==> config.mk <==
export PLATFORM = sky130hd
export DESIGN_NAME = mem_arbiter_flat
export DESIGN_NICKNAME = d
export VERILOG_FILES = /design/src/rtl/mem_arbiter_pkg.sv /design/src/rtl/mem_arbiter_if.sv /design/src/rtl/mem_arbiter_rr_arbiter2.sv /design/src/rtl/mem_arbiter.sv /design/src/flat_wrapper.sv
export SDC_FILE = /design/constraint.sdc
export NUM_CORES = 1
export LEC_CHECK = 0
export ABC_AREA = 0
export CORE_UTILIZATION = 40
export CTS_CLUSTER_SIZE = 28
export DETAILED_ROUTE_END_ITERATION = 8
export PLACE_DENSITY = 0.84
export SLEW_MARGIN = 10
export SYNTH_ARGS = -nofsm -noshare
export SYNTH_HDL_FRONTEND = slang
export SYNTH_SLANG_ARGS = --single-unit
==> constraint.sdc <==
create_clock -name CLK -period 1.6 [get_ports CLK]
set_input_delay 0.32 -clock CLK [delete_from_list [all_inputs] [get_ports CLK]]
set_output_delay 0.32 -clock CLK [all_outputs]
set_load 0.02 [all_outputs]
==> src/rtl/mem_arbiter_pkg.sv <==
`default_nettype none
// ============================================================================
// Package  : mem_arb_pkg
// Brief    : Shared encodings and Memory_System port addresses for mem_arbiter.
// Revision : 1.0
// ============================================================================
package mem_arb_pkg;

  localparam logic [0:0]  IDLE         = 1'b0;
  localparam logic [0:0]  ACCESS       = 1'b1;

  localparam logic [0:0]  M0           = 1'b0;
  localparam logic [0:0]  M1           = 1'b1;

  localparam logic [31:0] OUTPORT_ADDR = 32'h003F_FFC0;
  localparam logic [31:0] INPORT_ADDR  = 32'h003F_FFBC;

  function automatic logic is_aligned(input logic [31:0] addr);
    return (addr[1:0] == 2'b00);
  endfunction

endpackage
`default_nettype wire

==> src/rtl/mem_arbiter_if.sv <==
`default_nettype none
// ============================================================================
// Interface : mem_arbiter_if
// Brief     : Requester handshakes plus the Memory_System bus of mem_arbiter.
// Revision  : 1.0
// ============================================================================
interface mem_arbiter_if #(
  parameter int DATA_WIDTH = 32
);

  logic                  m0_req,   m1_req;
  logic                  m0_we,    m1_we;
  logic [31:0]           m0_addr,  m1_addr;
  logic [DATA_WIDTH-1:0] m0_wdata, m1_wdata;
  logic                  m0_gnt,   m1_gnt;
  logic                  m0_done,  m1_done;
  logic [DATA_WIDTH-1:0] m0_rdata, m1_rdata;
  logic                  m0_err,   m1_err;

  logic                  Write_Enable_o;
  logic [31:0]           Address_o;
  logic [DATA_WIDTH-1:0] Write_Data_o;
  logic [DATA_WIDTH-1:0] Read_Data_i;

  // Arbiter side
  modport slave (
    input  m0_req, m1_req, m0_we, m1_we, m0_addr, m1_addr, m0_wdata, m1_wdata,
    output m0_gnt, m1_gnt, m0_done, m1_done, m0_rdata, m1_rdata, m0_err, m1_err,
    output Write_Enable_o, Address_o, Write_Data_o,
    input  Read_Data_i
  );

  // Requesters and memory side
  modport master (
    output m0_req, m1_req, m0_we, m1_we, m0_addr, m1_addr, m0_wdata, m1_wdata,
    input  m0_gnt, m1_gnt, m0_done, m1_done, m0_rdata, m1_rdata, m0_err, m1_err,
    input  Write_Enable_o, Address_o, Write_Data_o,
    output Read_Data_i
  );

endinterface
`default_nettype wire

==> src/rtl/mem_arbiter_rr_arbiter2.sv <==
`default_nettype none
// ============================================================================
// Module   : rr_arbiter2
// Brief    : Two-way round-robin pick; owns the last-granted id register.
// Revision : 1.0
// ============================================================================
module rr_arbiter2
  import mem_arb_pkg::*;
(
  input  wire  CLK,
  input  wire  RST,
  input  logic req0,
  input  logic req1,
  input  logic advance,
  output logic winner,
  output logic any_req
);

  logic last_q, last_d;

  always_comb begin
    any_req = req0 | req1;
    if (req0 && req1) winner = ~last_q;
    else if (req1)    winner = M1;
    else              winner = M0;
    last_d = advance ? winner : last_q;
  end

  // Reset to M1 so that m0 wins the first tie
  always_ff @(posedge CLK) begin
    if (RST) last_q <= M1;
    else     last_q <= last_d;
  end

endmodule
`default_nettype wire

==> src/rtl/mem_arbiter.sv <==
`default_nettype none
// ============================================================================
// Module   : mem_arbiter
// Brief    : Round-robin arbiter sharing Memory_System between m0 and m1.
// Revision : 1.0
// ============================================================================
module mem_arbiter
  import mem_arb_pkg::*;
#(
  parameter int DATA_WIDTH = 32
) (
  input  wire          CLK,
  input  wire          RST,
  mem_arbiter_if.slave bus
);

  logic [0:0]            state_q, state_d;
  logic                  id_q,    id_d;
  logic                  we_q,    we_d;
  logic [31:0]           addr_q,  addr_d;
  logic [DATA_WIDTH-1:0] wdata_q, wdata_d;
  logic [DATA_WIDTH-1:0] rdata0_q, rdata0_d, rdata1_q, rdata1_d;
  logic                  err0_q, err0_d, err1_q, err1_d;
  logic                  done0_q, done0_d, done1_q, done1_d;

  logic winner, any_req, advance, aligned;

  assign advance = (state_q == IDLE) && any_req;
  assign aligned = is_aligned(addr_q);

  rr_arbiter2 u_rr (
    .CLK     (CLK),
    .RST     (RST),
    .req0    (bus.m0_req),
    .req1    (bus.m1_req),
    .advance (advance),
    .winner  (winner),
    .any_req (any_req)
  );

  // State register
  always_ff @(posedge CLK) begin
    if (RST) state_q <= IDLE;
    else     state_q <= state_d;
  end

  // Next-state logic
  always_comb begin
    state_d = state_q;
    case (state_q)
      IDLE:    if (any_req) state_d = ACCESS;
      ACCESS:  state_d = IDLE;
      default: state_d = IDLE;
    endcase
  end

  // Outputs: the memory bus is parked at address 0 (ROM) outside ACCESS
  always_comb begin
    bus.m0_gnt         = (state_q == ACCESS) && (id_q == M0);
    bus.m1_gnt         = (state_q == ACCESS) && (id_q == M1);
    bus.Address_o      = (state_q == ACCESS) ? addr_q  : '0;
    bus.Write_Data_o   = (state_q == ACCESS) ? wdata_q : '0;
    bus.Write_Enable_o = (state_q == ACCESS) && we_q && aligned;
    bus.m0_done        = done0_q;
    bus.m1_done        = done1_q;
    bus.m0_rdata       = rdata0_q;
    bus.m1_rdata       = rdata1_q;
    bus.m0_err         = err0_q;
    bus.m1_err         = err1_q;
  end

  // Request capture in IDLE, completion capture at the end of ACCESS
  always_comb begin
    id_d     = id_q;
    we_d     = we_q;
    addr_d   = addr_q;
    wdata_d  = wdata_q;
    rdata0_d = rdata0_q;
    rdata1_d = rdata1_q;
    err0_d   = err0_q;
    err1_d   = err1_q;
    done0_d  = 1'b0;
    done1_d  = 1'b0;
    if (advance) begin
      id_d    = winner;
      we_d    = (winner == M1) ? bus.m1_we    : bus.m0_we;
      addr_d  = (winner == M1) ? bus.m1_addr  : bus.m0_addr;
      wdata_d = (winner == M1) ? bus.m1_wdata : bus.m0_wdata;
    end
    if (state_q == ACCESS) begin
      if (id_q == M1) begin
        rdata1_d = bus.Read_Data_i;
        err1_d   = ~aligned;
        done1_d  = 1'b1;
      end else begin
        rdata0_d = bus.Read_Data_i;
        err0_d   = ~aligned;
        done0_d  = 1'b1;
      end
    end
  end

  always_ff @(posedge CLK) begin
    if (RST) begin
      id_q     <= M0;
      we_q     <= 1'b0;
      addr_q   <= '0;
      wdata_q  <= '0;
      rdata0_q <= '0;
      rdata1_q <= '0;
      err0_q   <= 1'b0;
      err1_q   <= 1'b0;
      done0_q  <= 1'b0;
      done1_q  <= 1'b0;
    end else begin
      id_q     <= id_d;
      we_q     <= we_d;
      addr_q   <= addr_d;
      wdata_q  <= wdata_d;
      rdata0_q <= rdata0_d;
      rdata1_q <= rdata1_d;
      err0_q   <= err0_d;
      err1_q   <= err1_d;
      done0_q  <= done0_d;
      done1_q  <= done1_d;
    end
  end

endmodule
`default_nettype wire

==> src/flat_wrapper.sv <==
// flat-port wrapper written by rule: the top's interface ports become plain ports
module mem_arbiter_flat import mem_arb_pkg::*;
#(
  parameter int DATA_WIDTH = 32
)
  (CLK, RST, bus_m0_req, bus_m1_req, bus_m0_we, bus_m1_we, bus_m0_addr, bus_m1_addr, bus_m0_wdata, bus_m1_wdata, bus_m0_gnt, bus_m1_gnt, bus_m0_done, bus_m1_done, bus_m0_rdata, bus_m1_rdata, bus_m0_err, bus_m1_err, bus_Write_Enable_o, bus_Address_o, bus_Write_Data_o, bus_Read_Data_i);
  mem_arbiter_if #(.DATA_WIDTH(DATA_WIDTH)) bus_i ();
  input  wire CLK;
  input  wire RST;
  input wire logic [$bits(bus_i.m0_req)-1:0] bus_m0_req;
  input wire logic [$bits(bus_i.m1_req)-1:0] bus_m1_req;
  input wire logic [$bits(bus_i.m0_we)-1:0] bus_m0_we;
  input wire logic [$bits(bus_i.m1_we)-1:0] bus_m1_we;
  input wire logic [$bits(bus_i.m0_addr)-1:0] bus_m0_addr;
  input wire logic [$bits(bus_i.m1_addr)-1:0] bus_m1_addr;
  input wire logic [$bits(bus_i.m0_wdata)-1:0] bus_m0_wdata;
  input wire logic [$bits(bus_i.m1_wdata)-1:0] bus_m1_wdata;
  output wire logic [$bits(bus_i.m0_gnt)-1:0] bus_m0_gnt;
  output wire logic [$bits(bus_i.m1_gnt)-1:0] bus_m1_gnt;
  output wire logic [$bits(bus_i.m0_done)-1:0] bus_m0_done;
  output wire logic [$bits(bus_i.m1_done)-1:0] bus_m1_done;
  output wire logic [$bits(bus_i.m0_rdata)-1:0] bus_m0_rdata;
  output wire logic [$bits(bus_i.m1_rdata)-1:0] bus_m1_rdata;
  output wire logic [$bits(bus_i.m0_err)-1:0] bus_m0_err;
  output wire logic [$bits(bus_i.m1_err)-1:0] bus_m1_err;
  output wire logic [$bits(bus_i.Write_Enable_o)-1:0] bus_Write_Enable_o;
  output wire logic [$bits(bus_i.Address_o)-1:0] bus_Address_o;
  output wire logic [$bits(bus_i.Write_Data_o)-1:0] bus_Write_Data_o;
  input wire logic [$bits(bus_i.Read_Data_i)-1:0] bus_Read_Data_i;
  assign bus_i.m0_req = bus_m0_req;
  assign bus_i.m1_req = bus_m1_req;
  assign bus_i.m0_we = bus_m0_we;
  assign bus_i.m1_we = bus_m1_we;
  assign bus_i.m0_addr = bus_m0_addr;
  assign bus_i.m1_addr = bus_m1_addr;
  assign bus_i.m0_wdata = bus_m0_wdata;
  assign bus_i.m1_wdata = bus_m1_wdata;
  assign bus_m0_gnt = bus_i.m0_gnt;
  assign bus_m1_gnt = bus_i.m1_gnt;
  assign bus_m0_done = bus_i.m0_done;
  assign bus_m1_done = bus_i.m1_done;
  assign bus_m0_rdata = bus_i.m0_rdata;
  assign bus_m1_rdata = bus_i.m1_rdata;
  assign bus_m0_err = bus_i.m0_err;
  assign bus_m1_err = bus_i.m1_err;
  assign bus_Write_Enable_o = bus_i.Write_Enable_o;
  assign bus_Address_o = bus_i.Address_o;
  assign bus_Write_Data_o = bus_i.Write_Data_o;
  assign bus_i.Read_Data_i = bus_Read_Data_i;
  mem_arbiter #(.DATA_WIDTH(DATA_WIDTH)) u_core (.CLK(CLK), .RST(RST), .bus(bus_i));
endmodule
## Word-level counts from Yosys, hierarchy flattened

Cells that the tools add are included.
Widths: inputs -> output; s select.

| storage, ports and cells | value |
|---|---|
| register bits | 136 |
| bits of input ports | 166 |
| logic and storage cells | 38 |

| cells by class | value |
|---|---|
| muxes and demuxes | 11 |
| bitwise logic cells | 5 |
| reductions and logical operators | 10 |

Operators with widths:

| kind | number |
|---|---|
| $mux 32 | 4 |
| $logic_and 1x1->1 | 6 |
| $mux 1 | 6 |
| $not 1->1 | 4 |
| $reduce_and 2->1 | 2 |
| $logic_not 2->1 | 1 |
| $pmux 1 s2 | 1 |
| $reduce_or 2->1 | 1 |
| $or 1x1->1 | 1 |

## Depth between registers and ports, before layout

Gate-level depths: netlist of the first run.

| depth | value |
|---|---|
| word-level depth | 3 |
| mapped depth | 7 |
| depth with buffers taken out | 4 |

## Hierarchy

Synthesis of the first run repeated with hierarchy kept, for this count alone.

| unflattened totals | value |
|---|---|
| cells, all modules | 666 |
| area, all modules | 6039.5 um2 |

Modules (own cells, without submodules):

| module | instances | cells each | area each (um2) |
|---|---|---|---|
| mem_arbiter | 1 | 661 | 5990.7 |
| rr_arbiter2 | 1 | 5 | 48.8 |

## Worst setup path before layout of the first run

OpenSTA, ideal clock, no wires.

| path | value |
|---|---|
| kind | register to output |
| from | reg u_core.state_q |
| to | out bus_Address_o[0] |
| arrival time | 1.115 ns |
| data required time | 1.280 ns |
| slack | 0.165 ns |
| cell stages (with the launch flop) | 5 |
| path buffers | 3 |
| cells stage by stage | dfxtp_1 > buf_4 > clkbuf_1 > clkbuf_1 > and2_1 |

| on the way | value |
|---|---|
| cells in the longest elaborated chain, start to end | 1 |

Ends and longest elaborated chain:

| what | RTL line | source |
|---|---|---|
| start: declaration | mem_arbiter.sv:17 | `logic [0:0] state_q, state_d;` |
| start signal: assignment | mem_arbiter.sv:44 | `else state_q <= state_d;` |
| $mux 32 | mem_arbiter.sv:61 | `bus.Address_o = (state_q == ACCESS) ? addr_q : '0;` |
| end: declaration | flat_wrapper.sv:27 | `output wire logic [$bits(bus_i.Address_o)-1:0] bus_Address_o;` |

Every way passes these cells.

## Worst setup path after layout of the first run

| path | value |
|---|---|
| from | reg u_core.state_q |
| to | out bus_Write_Enable_o |

| on the way | value |
|---|---|
| cells in the longest elaborated chain, start to end | 2 |

Ends and longest elaborated chain:

| what | RTL line | source |
|---|---|---|
| $logic_and 1x1->1 (2 in series) | mem_arbiter.sv:63 | `bus.Write_Enable_o = (state_q == ACCESS) && we_q && aligned;` |
| end: declaration | flat_wrapper.sv:26 | `output wire logic [$bits(bus_i.Write_Enable_o)-1:0] bus_Write_Enable_o;` |

Every way passes these cells.

==> results of run 1 <==
-- Yosys cell counts --
cell type | instances | area, um^2
dfxtp_1 | 136 | 2723
a211oi_1 | 27 | 202.7
clkinv_1 | 1 | 3.750
buf_1 | 1 | 3.750
nand2_1 | 193 | 724.4
o21bai_2 | 1 | 11.26
a221o_1 | 1 | 10.01
nand2_2 | 1 | 6.260
a211oi_2 | 40 | 500.5
a21oi_1 | 129 | 645.6
inv_2 | 1 | 3.750
and3_1 | 1 | 6.260
clkbuf_1 | 32 | 120.1
nand2b_1 | 2 | 12.51
buf_2 | 25 | 125.1
a21boi_2 | 1 | 11.26
o21ba_2 | 1 | 10.01
and2_1 | 64 | 400.4
nor2_1 | 73 | 274.0
a2bb2oi_1 | 1 | 8.760
buf_4 | 6 | 45.04
a21bo_2 | 1 | 10.01
-- worst register-to-register path, stage by stage (launching register included) --
cell and delay, ns:
dfxtp_4 0.40, buf_12 0.17, nand2b_1 0.10, inv_2 0.07
buf_4 0.34, nand2_1 0.12, a21oi_1 0.21
-- area by class of cell --
class	count	share of cell area, %
clock buffer	20	4.749
clock inverter	12	1.965
inverter	2	0.09107
multi-input combinational	536	29.91
sequential	136	28.35
tap	180	2.342
timing repair buffer	323	32.59
-- metal layers --
metal	GRT usage (%)	up-vias	wire [um]
met4	10.69	0	456
li1	-	3004	-
met5	0	-	0
met2	44.45	268	9761
met1	28.27	2901	7474
met3	9.271	33	2017
-- registers in the layout (all words and copies together) (netlist names) --
signal,cells
u_core.bus.m1_err,1
u_core.bus.m1_rdata,32
u_core.bus.m0_err,1
u_core.we_q,1
u_core.u_rr.last_q,1
u_core.id_q,1
u_core.bus.m0_done,1
u_core.state_q,1
u_core.wdata_q,32
u_core.bus.m0_rdata,32
u_core.bus.m1_done,1
u_core.addr_q,32
-- stage by stage --
step	hold slack (ns)	area [um^2]	total power [uW]	std cells
2_1_floorplan	0.4560	5858	4786	738
3_3_place_gp	0.4412	9071	5728	1176
3_5_place_dp	0.4453	9071	5759	1176
4_1_cts	0.2174	9498	9941	1210
5_1_grt	0.2397	9617	10320	1209
6_report	0.2376	9617	9911	1209
-- worst min-delay path by stage --
stage | startpoint | endpoint | slack [ns]
after floorplan | bus_Read_Data_i[0] | u_core.bus.m0_rdata[0] | 0.46
after global placement | u_core.bus.m0_rdata[2] | u_core.bus.m0_rdata[2] | 0.44
after detailed placement | u_core.bus.m1_rdata[26] | u_core.bus.m1_rdata[26] | 0.45
after CTS | RST | u_core.id_q | 0.22
after global routing | RST | u_core.addr_q[9] | 0.24
final | RST | u_core.id_q | 0.24
-- where the power goes --
group	leakage, uW	internal, uW	switching (uW)	total, uW
clock network	0.000312	2720	1530	4250
registers	0.00112	3630	123	3750
logic	0.00272	932	977	1910
-- repair_timing --
| action | CTS | global route |
|---|---|---|
| setup buffers | 1 | 0 |
| endpoints found under the setup margin | 135 | 67 |
| cloned | 1 | 0 |
| pin swaps | 0 | 1 |
| resized for setup | 397 | 46 |
-- kinds of logic (layout without fill, tap and decap cells) --
logic type	count (synthesis)	in the layout	synth area share, %
and+or+nand+nor	334	334	24.31
AOI/OAI and AO/OA	202	202	24.07
DFF	136	136	46.48
buffers and inverters	66	357	5.147
==> results_dict.tcl, run 1 <==
set metrics [dict create \
    setup.worst_path.class "flop to output pin" \
    die_y_um 123.0 \
    cts_tree "yes" \
    synth_warnings 0 \
    overflow 0 \
    layout_common_cells "nand2_1, clkdlybuf4s50_1, dfxtp_1, a21oi_1, nor2_1" \
    ys_seq_elements 136 \
    ant_nets 0 \
    start_util_pct 41.56 \
    worst-slew-pin-transition_ns 0.3907 \
    leakage_uw 0.004149 \
    cp_top_family "flip-flops" \
    crit_arrival_ns 1.30 \
    setup-tns-final_ns -0.08047 \
    wire_per_inst_um 16.30 \
    finalSetupViolations 12 \
    slew_headroom_pct 73.96 \
    holdPathStages 2 \
    die-area_mm2 0.01513 \
    routed_wl_um 19710 \
    path_buf_inv 2 \
    maxSlewViolCount 0 \
    fill_cells 1175 \
    grt_start_max_net_pins 80 \
    hold_violations 0 \
    dr.pass1.iters 5 \
    pin_count 301 \
    grt_pass1_vias 5966 \
    reg2reg_slack_ns 0.11 \
    synth.net_count 904 \
    area_delta_synth_final_pct 64.16 \
    clock_latency_ns 0.42 \
    r2r-start "u_core.state_q" \
    drc_errors 0 \
    cp-startpoint "u_core.state_q" \
    path_cells "buf_8, and3_4, buf_6" \
    die_x_um 123.0 \
    drv_cap 0 \
    startpoint_type "flop" \
    cts_buffer_depth 2 \
    cts.htree.levels 4 \
    ys_seq_area_share_pct 46.48 \
    crit_end "bus_Write_Enable_o" \
    drive_gt1_share_pct 17.49 \
    grt_pass1_wl_um 29810 \
    hpwl_um 13220 \
    setup_slack_ns -0.02123 \
    multi_input_area_mm2 0.002877 \
    timing.rr.end "u_core.bus.m0_rdata[14]" \
    ctsRootBufferMaster "clkbuf_16" \
    fmax_ghz 0.6168 \
    syn-instance-count 738 \
    crit_fanout 15 \
    fin_crit_ns 1.621 \
    violations "negative setup slack" \
    post-route-period-util_pct 101.3 \
    antenna_cells 0 \
    syn-cell-area_mm2 0.005858 \
    clock_skew_ns 0.005938 \
    cp.depth 3 \
    io_buffers 300 \
    cp_slowest_stage_delay_ns 0.40 \
    rsz0062_at_grt "true" \
    status "complete, but fails checks" \
    clkTransAtPathRegs_ns 0.06 \
    routed_via_density 5.133 \
    end_kind "output pin" \
    ys_types 22 \
    final_util_pct 68.22 \
    layout_commonest_cell "nand2_1" \
    gp_congestion 0.7837 \
    reg2regPathDepth 6 \
    cpMaxStageDelayCell "dfxtp_4" \
    holdBufCountCts 0 \
    fin_nets 1182 \
    post-place-ws_ns -0.3015 \
    rows 43 \
    cts_buffers 17 \
    hp-class "primary input to flop" \
    vias 6206 \
    drt_iter0_drc 379 \
    worstPathRequired_ns 1.28 \
    avgSynthCellArea_um2 7.938 \
    clock-sinks 136 \
    core-area_mm2 0.01410 \
    grt.total_usage_pct 25.64 \
    seqCellArea_mm2 0.002726 \
    grt_antenna_before_repair 0 \
    ir_drop_uv 700.9 \
    p_per_area_mw_per_mm2 1031 \
]
(Power assumes the default switching activity.)
==> inputs of run 2 (changes only) <==
==> constraint.sdc (replaced) <==
create_clock -name CLK -period 1.5 [get_ports CLK]
set_input_delay 0.3 -clock CLK [delete_from_list [all_inputs] [get_ports CLK]]
set_output_delay 0.3 -clock CLK [all_outputs]
set_load 0.02 [all_outputs]
==> run 2 against run 1 <==
The flow still finishes with violations (negative setup slack). Worst hold slack better by 0.023 ns. Register-to-register slack worse by 0.24 ns. Via count is 6.8% higher. Clock power is 12% lower. First-iteration DRC count is 1.1% lower. Flip-flop and latch count stayed put. Largest cell class unchanged. Largest power group is now registers. Highest routed layer unchanged.
==> results_dict.tcl, run 2 (synthesis results as in run 1) <==
set metrics [dict create \
    rsz0062_at_grt "true" \
    startpoint_type "flop" \
    routed_wl_um 23090 \
    wire_per_inst_um 18.54 \
    final_area_mm2 0.01079 \
    setup.worst_path.class "flop to output pin" \
    post-route-period-util_pct 113.6 \
    violations "negative setup slack" \
    p_per_area_mw_per_mm2 968.9 \
    cts_buffers 17 \
    maxSlewViolCount 0 \
    clock-sinks 136 \
    core-area_mm2 0.01410 \
    fill_cells 965 \
    drive_gt1_share_pct 29.42 \
    hold_violations 0 \
    overflow 0 \
    status "complete, but fails checks" \
    fmax_ghz 0.5867 \
    die_x_um 123.0 \
    slew_headroom_pct 70.45 \
    seqCellArea_mm2 0.002726 \
    hpwl_um 13150 \
    vias 6625 \
    hp-class "primary input to flop" \
    setup_slack_ns -0.2043 \
    ir_drop_uv 731.4 \
    fin_nets 1217 \
    cts_buffer_depth 2 \
    start_util_pct 41.56 \
    finalSetupViolations 118 \
    clock_latency_ns 0.42 \
    ant_nets 0 \
    fin_crit_ns 1.704 \
    drc_errors 0 \
    hold_ws_ns 0.2608 \
    post_dp_cell_area_mm2 0.009126 \
    die_y_um 123.0 \
    post-place-ws_ns -0.3978 \
    grt.total_usage_pct 24.75 \
    worstPathRequired_ns 1.20 \
    die-area_mm2 0.01513 \
    dr.pass1.iters 5 \
    gp_congestion 0.7870 \
    grt_antenna_before_repair 1 \
    rows 43 \
    cts.htree.levels 4 \
    crit_fanout 8 \
    clkTransAtPathRegs_ns 0.06 \
    leakage_uw 0.004512 \
    grt_start_max_net_pins 60 \
    drt_iter0_drc 375 \
    drv_cap 0 \
    grt_pass1_wl_um 29120 \
    pin_count 301 \
    ctsRootBufferMaster "clkbuf_16" \
    grt_pass1_vias 5904 \
    layout_common_cells "nand2_1, clkdlybuf4s50_1, dfxtp_1, nor2_1, dlygate4sd2_1" \
    clock_skew_ns 0.008001 \
    io_buffers 300 \
    crit_arrival_ns 1.40 \
    cts_tree "yes" \
    end_kind "output pin" \
    routed_via_density 5.321 \
    layout_commonest_cell "nand2_1" \
    worst-slew-pin-transition_ns 0.4425 \
    area_delta_synth_final_pct 84.19 \
    multi_input_area_mm2 0.003481 \
]
run 2: critical path, cell delays in order, from the launching register on:
cell       delay [ns]
dfxtp_4          0.38
buf_12           0.14
clkbuf_16        0.16
and2_1           0.17
buf_6            0.13
run 2: cell type report:
type	count	area share (%)
Timing Repair Buffer	357	35.35
Multi-Input combinational cell	537	32.26
Sequential cell	136	25.27
Clock buffer	18	3.977
Tap cell	180	2.087
Clock inverter	14	0.9392
Inverter	2	0.09276
Antenna cell	1	0.02319
run 2: worst paths after layout:
check	from	to	slack, ns	cells past startpoint
max	u_core.state_q	bus_Write_Data_o[2]	-0.20	4
min	RST	u_core.id_q	0.26	2
max reg2reg	u_core.state_q	u_core.wdata_q[17]	-0.13	8
min reg2reg	u_core.bus.m0_rdata[6]	u_core.bus.m0_rdata[6]	0.45	2
run 2: per-stage QoR:
stage | total power [uW] | setup TNS [ns] | instances | util, %
after global routing | 10840 | -14.65 | 1245 | 76.55
after CTS | 9822 | -5.738 | 1216 | 67.50
after global placement | 6125 | -27.25 | 1182 | 64.74
after floorplan | 5105 | 0 | 738 | -
final | 10450 | -9.909 | 1245 | 76.55
after detailed placement | 6154 | -30.19 | 1182 | 64.74
run 2: routing by layer:
| metal | part of all wire (%) | global-route usage [%] |
|---|---|---|
| met5 | 0 | 0 |
| met4 | 2.4 | 10.09 |
| met3 | 8.8 | 8.026 |
| met2 | 51 | 42.21 |
| met1 | 38 | 28.51 |
run 2: what timing repair did:
action                     4_1_cts  5_1_grt
resized for setup              418      196
hold buffers                     0        0
gates cloned                     0       20
setup endpoints to repair      135      134
buffers inserted                 2        8
pin swaps                        0       57
run 2: where the power goes:
| group | switching (uW) | leakage (uW) | internal, uW |
|---|---|---|---|
| logic | 1330 | 0.00315 | 1350 |
| clock network | 1650 | 0.000248 | 2110 |
| registers | 141 | 0.00112 | 3870 |
